$ cat src/rtl/uart_tx_ctrl_if.sv
`default_nettype none
// ============================================================================
// Module      : uart_tx_ctrl_if
// Description : Byte/config handshake plus serial-side status of the UART
//               transmit sequencer.
// Revision    : 1.0 - initial release
// ============================================================================
interface uart_tx_ctrl_if;
   logic [7:0] tx_data;
   logic       tx_valid;
   logic       tx_ready;
   logic [1:0] parity_type;
   logic       stop_bits;
   logic       data_length;
   logic       tx;
   logic       busy;
   logic       tx_done;

   modport master (
      output tx_data, tx_valid, parity_type, stop_bits, data_length,
      input  tx_ready, tx, busy, tx_done
   );

   modport slave (
      input  tx_data, tx_valid, parity_type, stop_bits, data_length,
      output tx_ready, tx, busy, tx_done
   );
endinterface
`default_nettype wire

$ cat src/rtl/uart_tx_ctrl.sv
`default_nettype none
// ============================================================================
// Module      : uart_tx_ctrl
// Description : UART transmit sequencer: latches a byte and frame config,
//               then serialises start/data/parity/stop bits with a baud counter.
// Revision    : 1.0 - initial release
// ============================================================================
module uart_tx_ctrl #(
   parameter int CLKS_PER_BIT = 16
) (
   input  wire              clk,
   input  wire              rst,
   uart_tx_ctrl_if.slave    bus
);

   localparam int CNT_W = (CLKS_PER_BIT > 1) ? $clog2(CLKS_PER_BIT) : 1;
   localparam logic [CNT_W-1:0] C_CNT_LAST = CNT_W'(CLKS_PER_BIT - 1);

   localparam logic [2:0] C_IDLE   = 3'd0;
   localparam logic [2:0] C_START  = 3'd1;
   localparam logic [2:0] C_DATA   = 3'd2;
   localparam logic [2:0] C_PARITY = 3'd3;
   localparam logic [2:0] C_STOP   = 3'd4;

   logic [2:0]       state_q,    state_d;
   logic [CNT_W-1:0] baud_cnt_q, baud_cnt_d;
   logic [2:0]       bit_idx_q,  bit_idx_d;
   logic [7:0]       data_q,     data_d;
   logic             par_q,      par_d;
   logic             par_en_q,   par_en_d;
   logic             two_stop_q, two_stop_d;
   logic             len8_q,     len8_d;
   logic             stop_idx_q, stop_idx_d;
   logic             tx_q,       tx_d;
   logic             tx_ready_q, tx_ready_d;
   logic             busy_q,     busy_d;
   logic             tx_done_q,  tx_done_d;

   logic [7:0] w_masked_data;
   logic       w_par_even;
   logic       w_bit_end;
   logic [2:0] w_last_idx;
   logic [2:0] w_next_idx;

   // Parity covers only the bits that are actually sent.
   assign w_masked_data = bus.data_length ? bus.tx_data : {1'b0, bus.tx_data[6:0]};
   assign w_par_even    = ^w_masked_data;
   assign w_bit_end     = (baud_cnt_q == C_CNT_LAST);
   assign w_last_idx    = len8_q ? 3'd7 : 3'd6;
   assign w_next_idx    = bit_idx_q + 3'd1;

   // tx_d is the line level for the cycle after the edge, so tx stays registered.
   always_comb begin
      state_d    = state_q;
      baud_cnt_d = baud_cnt_q;
      bit_idx_d  = bit_idx_q;
      data_d     = data_q;
      par_d      = par_q;
      par_en_d   = par_en_q;
      two_stop_d = two_stop_q;
      len8_d     = len8_q;
      stop_idx_d = stop_idx_q;
      tx_d       = tx_q;
      tx_ready_d = tx_ready_q;
      busy_d     = busy_q;
      tx_done_d  = 1'b0;

      case (state_q)
         C_IDLE: begin
            tx_d       = 1'b1;
            tx_ready_d = 1'b1;
            busy_d     = 1'b0;
            if (bus.tx_valid && tx_ready_q) begin
               data_d     = bus.tx_data;
               par_d      = (bus.parity_type == 2'b10) ? ~w_par_even : w_par_even;
               par_en_d   = (bus.parity_type == 2'b01) || (bus.parity_type == 2'b10);
               two_stop_d = bus.stop_bits;
               len8_d     = bus.data_length;
               state_d    = C_START;
               baud_cnt_d = '0;
               tx_d       = 1'b0;
               tx_ready_d = 1'b0;
               busy_d     = 1'b1;
            end
         end
         C_START: begin
            if (w_bit_end) begin
               baud_cnt_d = '0;
               bit_idx_d  = 3'd0;
               state_d    = C_DATA;
               tx_d       = data_q[0];
            end else begin
               baud_cnt_d = baud_cnt_q + 1'b1;
            end
         end
         C_DATA: begin
            if (w_bit_end) begin
               baud_cnt_d = '0;
               if (bit_idx_q == w_last_idx) begin
                  if (par_en_q) begin
                     state_d = C_PARITY;
                     tx_d    = par_q;
                  end else begin
                     state_d    = C_STOP;
                     stop_idx_d = 1'b0;
                     tx_d       = 1'b1;
                  end
               end else begin
                  bit_idx_d = w_next_idx;
                  tx_d      = data_q[w_next_idx];
               end
            end else begin
               baud_cnt_d = baud_cnt_q + 1'b1;
            end
         end
         C_PARITY: begin
            if (w_bit_end) begin
               baud_cnt_d = '0;
               state_d    = C_STOP;
               stop_idx_d = 1'b0;
               tx_d       = 1'b1;
            end else begin
               baud_cnt_d = baud_cnt_q + 1'b1;
            end
         end
         C_STOP: begin
            tx_d = 1'b1;
            if (w_bit_end) begin
               baud_cnt_d = '0;
               if (two_stop_q && !stop_idx_q) begin
                  stop_idx_d = 1'b1;
               end else begin
                  state_d    = C_IDLE;
                  tx_done_d  = 1'b1;
                  tx_ready_d = 1'b1;
                  busy_d     = 1'b0;
               end
            end else begin
               baud_cnt_d = baud_cnt_q + 1'b1;
            end
         end
         default: begin
            state_d    = C_IDLE;
            baud_cnt_d = '0;
            tx_d       = 1'b1;
            tx_ready_d = 1'b1;
            busy_d     = 1'b0;
         end
      endcase
   end

   always_ff @(posedge clk) begin
      if (rst) begin
         state_q    <= C_IDLE;
         baud_cnt_q <= '0;
         bit_idx_q  <= 3'd0;
         data_q     <= 8'd0;
         par_q      <= 1'b0;
         par_en_q   <= 1'b0;
         two_stop_q <= 1'b0;
         len8_q     <= 1'b0;
         stop_idx_q <= 1'b0;
         tx_q       <= 1'b1;
         tx_ready_q <= 1'b1;
         busy_q     <= 1'b0;
         tx_done_q  <= 1'b0;
      end else begin
         state_q    <= state_d;
         baud_cnt_q <= baud_cnt_d;
         bit_idx_q  <= bit_idx_d;
         data_q     <= data_d;
         par_q      <= par_d;
         par_en_q   <= par_en_d;
         two_stop_q <= two_stop_d;
         len8_q     <= len8_d;
         stop_idx_q <= stop_idx_d;
         tx_q       <= tx_d;
         tx_ready_q <= tx_ready_d;
         busy_q     <= busy_d;
         tx_done_q  <= tx_done_d;
      end
   end

   assign bus.tx       = tx_q;
   assign bus.tx_ready = tx_ready_q;
   assign bus.busy     = busy_q;
   assign bus.tx_done  = tx_done_q;

endmodule
`default_nettype wire

$ cat src/flat_wrapper.sv
// flat-port wrapper written by rule: the top's interface ports become plain ports
module uart_tx_ctrl_flat 
#(
   parameter int CLKS_PER_BIT = 16
)
  (clk, rst, bus_tx_data, bus_tx_valid, bus_parity_type, bus_stop_bits, bus_data_length, bus_tx_ready, bus_tx, bus_busy, bus_tx_done);
  uart_tx_ctrl_if bus_i ();
  input  wire clk;
  input  wire rst;
  input wire logic [$bits(bus_i.tx_data)-1:0] bus_tx_data;
  input wire logic [$bits(bus_i.tx_valid)-1:0] bus_tx_valid;
  input wire logic [$bits(bus_i.parity_type)-1:0] bus_parity_type;
  input wire logic [$bits(bus_i.stop_bits)-1:0] bus_stop_bits;
  input wire logic [$bits(bus_i.data_length)-1:0] bus_data_length;
  output wire logic [$bits(bus_i.tx_ready)-1:0] bus_tx_ready;
  output wire logic [$bits(bus_i.tx)-1:0] bus_tx;
  output wire logic [$bits(bus_i.busy)-1:0] bus_busy;
  output wire logic [$bits(bus_i.tx_done)-1:0] bus_tx_done;
  assign bus_i.tx_data = bus_tx_data;
  assign bus_i.tx_valid = bus_tx_valid;
  assign bus_i.parity_type = bus_parity_type;
  assign bus_i.stop_bits = bus_stop_bits;
  assign bus_i.data_length = bus_data_length;
  assign bus_tx_ready = bus_i.tx_ready;
  assign bus_tx = bus_i.tx;
  assign bus_busy = bus_i.busy;
  assign bus_tx_done = bus_i.tx_done;
  uart_tx_ctrl #(.CLKS_PER_BIT(CLKS_PER_BIT)) u_core (.clk(clk), .rst(rst), .bus(bus_i));
endmodule
$ cat config.mk
export PLATFORM = sky130hd
export DESIGN_NAME = uart_tx_ctrl_flat
export DESIGN_NICKNAME = d
export VERILOG_FILES = /design/src/rtl/uart_tx_ctrl_if.sv /design/src/rtl/uart_tx_ctrl.sv /design/src/flat_wrapper.sv
export SDC_FILE = /design/constraint.sdc
export NUM_CORES = 1
export LEC_CHECK = 0
export ABC_AREA = 1
export BUFFER_PORTS_ARGS = -buffer_cell sky130_fd_sc_hd__buf_2
export CAP_MARGIN = 20
export CORE_MARGIN = 5
export CORE_UTILIZATION = 61
export DETAILED_ROUTE_END_ITERATION = 16
export PLACE_DENSITY = 0.88
export SYNTH_ARGS = -nofsm -noshare
export SYNTH_HDL_FRONTEND = slang
export SYNTH_SLANG_ARGS = --single-unit
$ cat constraint.sdc
create_clock -name clk -period 3.15 [get_ports clk]
set_input_delay 0.63 -clock clk [delete_from_list [all_inputs] [get_ports clk]]
set_output_delay 0.63 -clock clk [all_outputs]
set_load 0.05 [all_outputs]
Yosys cells after proc, flatten, opt, wreduce, memory -nomap -nowiden
Index checks and enable logic that the tools add are counted.
{"block": "totals", "regBits": 27, "input_bits": 15, "output_inout_bits": 4}
{"block": "op_classes", "add_sub_neg": 2, "n_lt_le_gt_ge": 1, "n_eq_ne": 18, "n_mux": 43, "bitwise_logic": 4, "reduce_logical": 17}
{"op": "$mux W3", "n": 11}
{"op": "$mux W1", "n": 21}
{"op": "$pmux W3 S5", "n": 1}
{"op": "$ne A2 B1 Y1 const B", "n": 7}
{"op": "$reduce_and A7 Y1", "n": 2}
{"op": "$pmux W1 S3", "n": 3}
{"op": "$mux W4", "n": 2}
{"op": "$mux W8", "n": 1}
{"op": "$pmux W4 S2", "n": 1}
{"op": "$reduce_xor A8 Y1", "n": 1}
{"op": "$eq A3 B2 Y1 const B", "n": 2}
{"op": "$ne A2 B2 Y1 const B", "n": 3}
{"op": "$pmux W3 S2", "n": 1}
{"op": "$reduce_and A3 Y1", "n": 2}
{"op": "$reduce_or A3 Y1", "n": 2}
{"op": "$add A4 B1 Y4 const B", "n": 1}
{"op": "$eq A4 B4 Y1 const B", "n": 1}
{"op": "$lt A3 B4 Y1 const B", "n": 1}
{"op": "$not A1 Y1", "n": 4}
{"op": "$pmux W1 S4", "n": 1}
{"op": "$reduce_and A4 Y1", "n": 1}
{"op": "$reduce_or A4 Y1", "n": 1}
{"op": "$add A3 B1 Y3 const B", "n": 1}
{"op": "$bmux W1 S3", "n": 1}
{"op": "other kinds (12)", "n": 13}

Depth between registers and ports, before layout
{"block": "logic_depth", "depth_word": 6, "ltp_mapped": 11, "ltp_nobuf": 11}

Least setup slack after synthesis
Ideal clock, no wire load.
{"block": "synth_timing", "path_type": "register to register", "from": "register u_core.tx_ready_q (netlist: u_core.bus.tx_ready)", "to": "register u_core.data_q[3]", "setup_time_ns": 0.119, "arrival_time_ns": 1.372, "required_ns": 3.031, "path_slack_ns": 1.659, "path_stages_with_launch": 7, "n_path_buf": 1, "period_less_slack_ns": 1.491, "cell_sequence": "dfxtp_1 > nand2_1 > nor2_4 > inv_2 > buf_6 > o21ai_0 > a21oi_1"}
{"block": "synth_between", "elab_chain_cells": 2}
{"element": "from (decl)", "line": "uart_tx_ctrl.sv:35", "rtl": "logic tx_ready_q, tx_ready_d;"}
{"element": "from (signal assigned)", "line": "uart_tx_ctrl.sv:178", "rtl": "tx_ready_q <= tx_ready_d;"}
{"element": "$logic_and A1 B1 Y1", "line": "uart_tx_ctrl.sv:73", "rtl": "if (bus.tx_valid && tx_ready_q) begin"}
{"element": "$reduce_and A2 Y1 (no source line)"}
{"element": "to (signal assigned)", "line": "uart_tx_ctrl.sv:171", "rtl": "data_q <= data_d;"}
{"element": "to (decl)", "line": "uart_tx_ctrl.sv:28", "rtl": "logic [7:0] data_q, data_d;"}
No other way between the ends.
A chain may end at the register's enable or synchronous reset.

Final worst setup path
{"block": "layout_timing", "from": "register u_core.tx_ready_q (netlist: u_core.bus.tx_ready)", "to": "output port bus_tx_ready"}
{"element": "to (decl)", "line": "flat_wrapper.sv:15", "rtl": "output wire logic [$bits(bus_i.tx_ready)-1:0] bus_tx_ready;"}
No word-level cell between the ends.

==> summary by stage <==
Run status
The run finished with clean final reports.

Clock network
The tree is rooted in a sky130_fd_sc_hd__clkbuf_4. TritonCTS built the clock tree. The number of gates resized after CTS was 0. The number of sinks driven by the clock tree is 27. In this run the number of H-tree levels came out at 1. The worst-case clock buffer depth is 2. For the worst-skew pair, the clock arrives at the later sink with an insertion delay of 0.34 ns. The count of buffers added by post-CTS timing repair for setup is 0. Buffers inserted to repair hold after CTS numbered 0. The post-CTS clock slew at the launch and capture registers of the worst setup and hold paths is 0.16 ns.

The number of clock buffers added by TritonCTS is 3.

Finish
The multi-input gate area in the final layout is 806 um^2. The final layout contains 265 nets. Relative to the synthesized area, the layout overhead comes to 8.22%.

The share of cells above drive strength 1 is 14.2%. Leaving out fill and tap cells, the most frequent cells in the layout are sky130_fd_sc_hd__nand2_1 (57), sky130_fd_sc_hd__inv_1 (30), sky130_fd_sc_hd__dfxtp_1 (27), sky130_fd_sc_hd__nor2_1 (23), sky130_fd_sc_hd__nand3_1 (21). The post-layout utilization of the core is 67.7%.

The library cell used most frequently in the layout, excluding fill and tap cells, is sky130_fd_sc_hd__nand2_1. Counting the fill cells in the layout gives 223. The antenna diode count is 0.

The finished cells cover 1630 um^2. The sequential cell area is 541 um^2.

Global route
The total global-route track usage is 18.3%. The pin count of the biggest net entering global routing is 17. The number of antenna violations at the first check in global routing is 0.

The global-route wire length before repair is 4970 um. The overflow left after global routing is 0. The via count of the first global-routing pass is 1200.

Job
The max-cap check violation count is 0.

Routing
The first detailed-routing pass took 4 iterations. Summing over every cut layer, the via total after detailed routing is 1391. The post-route antenna net violation count is 0. Dividing the detail-routed via count by the number of cells gives 5.04. In this run, the number of DRC markers left after iteration 0 of detailed routing was 40.

After detailed routing, the average wire length per cell comes to 10.6 um. After detailed routing, the number of remaining DRC violations is 0. The total routed wirelength is 2930 um.

Synth
The synthesized design contains 27 register bits. The netlist area before placement is 1510 um^2. Counting distinct cell types in the post-synthesis netlist gives 28. The proportion of synthesized chip area in sequential cells is 35.9%. The synthesized design spends more area on one cell type than any other, namely sky130_fd_sc_hd__dfxtp_1. Summed over its instances, the top area cell type makes up 35.9% of the synthesized netlist area.

The number of nets in the synthesized netlist is 247. Synthesis handed over a netlist of 229 instances. Yosys attributes the largest share of cell area to sky130_fd_sc_hd__dfxtp_1 (36%), sky130_fd_sc_hd__nand2_1 (14%), sky130_fd_sc_hd__inv_1 (7.5%), sky130_fd_sc_hd__nand3_1 (7.0%), sky130_fd_sc_hd__a21oi_1 (6.6%). The synthesized area per cell is 6.58 um^2. The number of warnings printed during yosys synthesis is 0.

Critical path
The endpoint arrival time on the critical path is 0.98 ns. The most critical setup path has its endpoint at bus_tx_ready. The critical path startpoint category is a register.

The capturing element type of the critical path is an output pin. The buffering stage count on the worst path with inverters included is 1. The critical path's slowest cell is sky130_fd_sc_hd__dfxtp_1. The signal on the critical path passes through buf_2.

In this run the critical register-to-register path is launched from u_core.baud_cnt_q[0]. The data required time of the critical path is 2.52 ns. The largest fanout on the critical path is 3. The endpoint of the worst-slack reg-to-reg timing path is u_core.stop_idx_q.

The critical path's largest stage delay is 0.37 ns. The category of the critical setup timing path is register to output pin. The kind of cell adding the most delay to the critical path is flip-flops. The cell count along the critical path is 1. The worst register-to-register path has a setup slack of 1.63 ns. The number of cells on the worst reg-to-reg path is 10.

The launching element of the worst setup path is u_core.bus.tx_ready.

Timing
In this run the tightest slew margin relative to its limit is 75.8%. The worst path in the final design needs a cycle of 1.61 ns, including I/O delays and setup. At the pin with the least slew margin, the transition time is 0.363 ns. Setup violations remaining at the end of the flow were counted as 0.

The clock arrives with 0.0198 ns of skew. The portion of the clock cycle consumed by the worst path in the final layout is 51.1%. Based on the critical path, the design can be clocked at up to 0.621 GHz. Setup repair after global routing left no endpoint under its margin. The final number of hold-violating endpoints came to 0. The count of final max-slew check failures is 0. The least setup slack across all paths after layout is 1.54 ns. Setup total negative slack on the finished layout was measured at 0 ns. On the final layout, the worst hold slack is 0.467 ns.

Placement
Detailed placement ended at an HPWL of 2350 um. Timing analysis after detailed placement gives a worst setup slack of 1.48 ns. The final weighted congestion in routability-driven placement is 0.926.

The standard cell area after detailed placement is 1600 um^2. The quantity of I/O buffers inserted on ports is 18.

Floorplanning
For this design the top-level I/O count stands at 19. The die height is 59.7 um. The total area inside the core boundary comes to 2410 um^2. The number of standard-cell rows in the floorplan is 18. The starting density of the core is 62.6%. The die span in x is 59.7 um.

The floorplan step defined a die boundary enclosing 3570 um^2.

Power
The worst IR drop on VDD is 623 uV. The analysis attributes to cell leakage a power of 0.000790 uW. Dividing total power by cell area gives a power density of 773 nW/um^2.

Worst hold path
The worst hold path begins at u_core.data_q[2]. The path category of the worst min-delay check is register to register.
[Yosys cell counts, drive strengths merged]
master	count
nand2	60
inv	33
dfxtp	27
nor2	26
nand3	23
a21oi	21
o21ai	15
buf	3
ha	3
xnor2	3
clkbuf	2
nand3b	2
nand4	2
nor3	2
o211ai	2
a211oi	1
a22oi	1
clkinv	1
or2	1
xor2	1
[routing by layer]
metal / vias to the layer above / routed length [um] / GRT usage [%]
met2: 20 / 1320 / 28.2
met3: 4 / 92 / 1.94
met4: 0 / 50 / 7.59
met1: 602 / 1470 / 25.7
li1: 765 / - / -
met5: - / 0 / 0
[registers in the layout, indices dropped and copies added, names as in the netlist, 3 cells and up]
register and flops:
u_core.data_q 8, u_core.baud_cnt_q 4, u_core.state_q 3, u_core.bit_idx_q 3
[where the power goes]
group	switching, uW	internal, uW	total, uW
Clock	106	48.7	155
Sequential	60.5	436	497
Combinational	414	196	610
Total	581	681	1260
[logic make-up after synthesis]
kind of cell               share of synthesized area (%)
AOI/OAI and AO/OA                                   14.2
and+or+nand+nor                                     34.4
DFF                                                 35.9
buffers and inverters                               10.7
xor gates and xnor gates                            2.32
adders and majority gates                           2.49
[cell type report]
cell class              count  share of cell area [%]
clock buffers               3                    1.38
clock inverters             1                   0.460
inverters                  34                    7.82
multi-input cells         163                    49.4
flip-flops and latches     27                    33.1
well taps                  30                    2.30
repair buffers             18                    5.52
[metrics by stage]
stage | std cells | total power, uW
detailed placement | 272 | 1110
global placement | 272 | 1100
finish | 276 | 1260
floorplan | 229 | 1010
CTS | 276 | 1270
global route | 276 | 1380
[how the worst min path moves through the flow]
stage	cells past startpoint	endpoint
6_report	2	u_core.data_q[2]
5_1_grt	2	u_core.data_q[2]
4_1_cts	2	u_core.data_q[2]
3_5_place_dp	2	u_core.data_q[2]
3_3_place_gp	2	u_core.data_q[3]
2_1_floorplan	2	u_core.two_stop_q
Power figures use the tool's default switching activity.
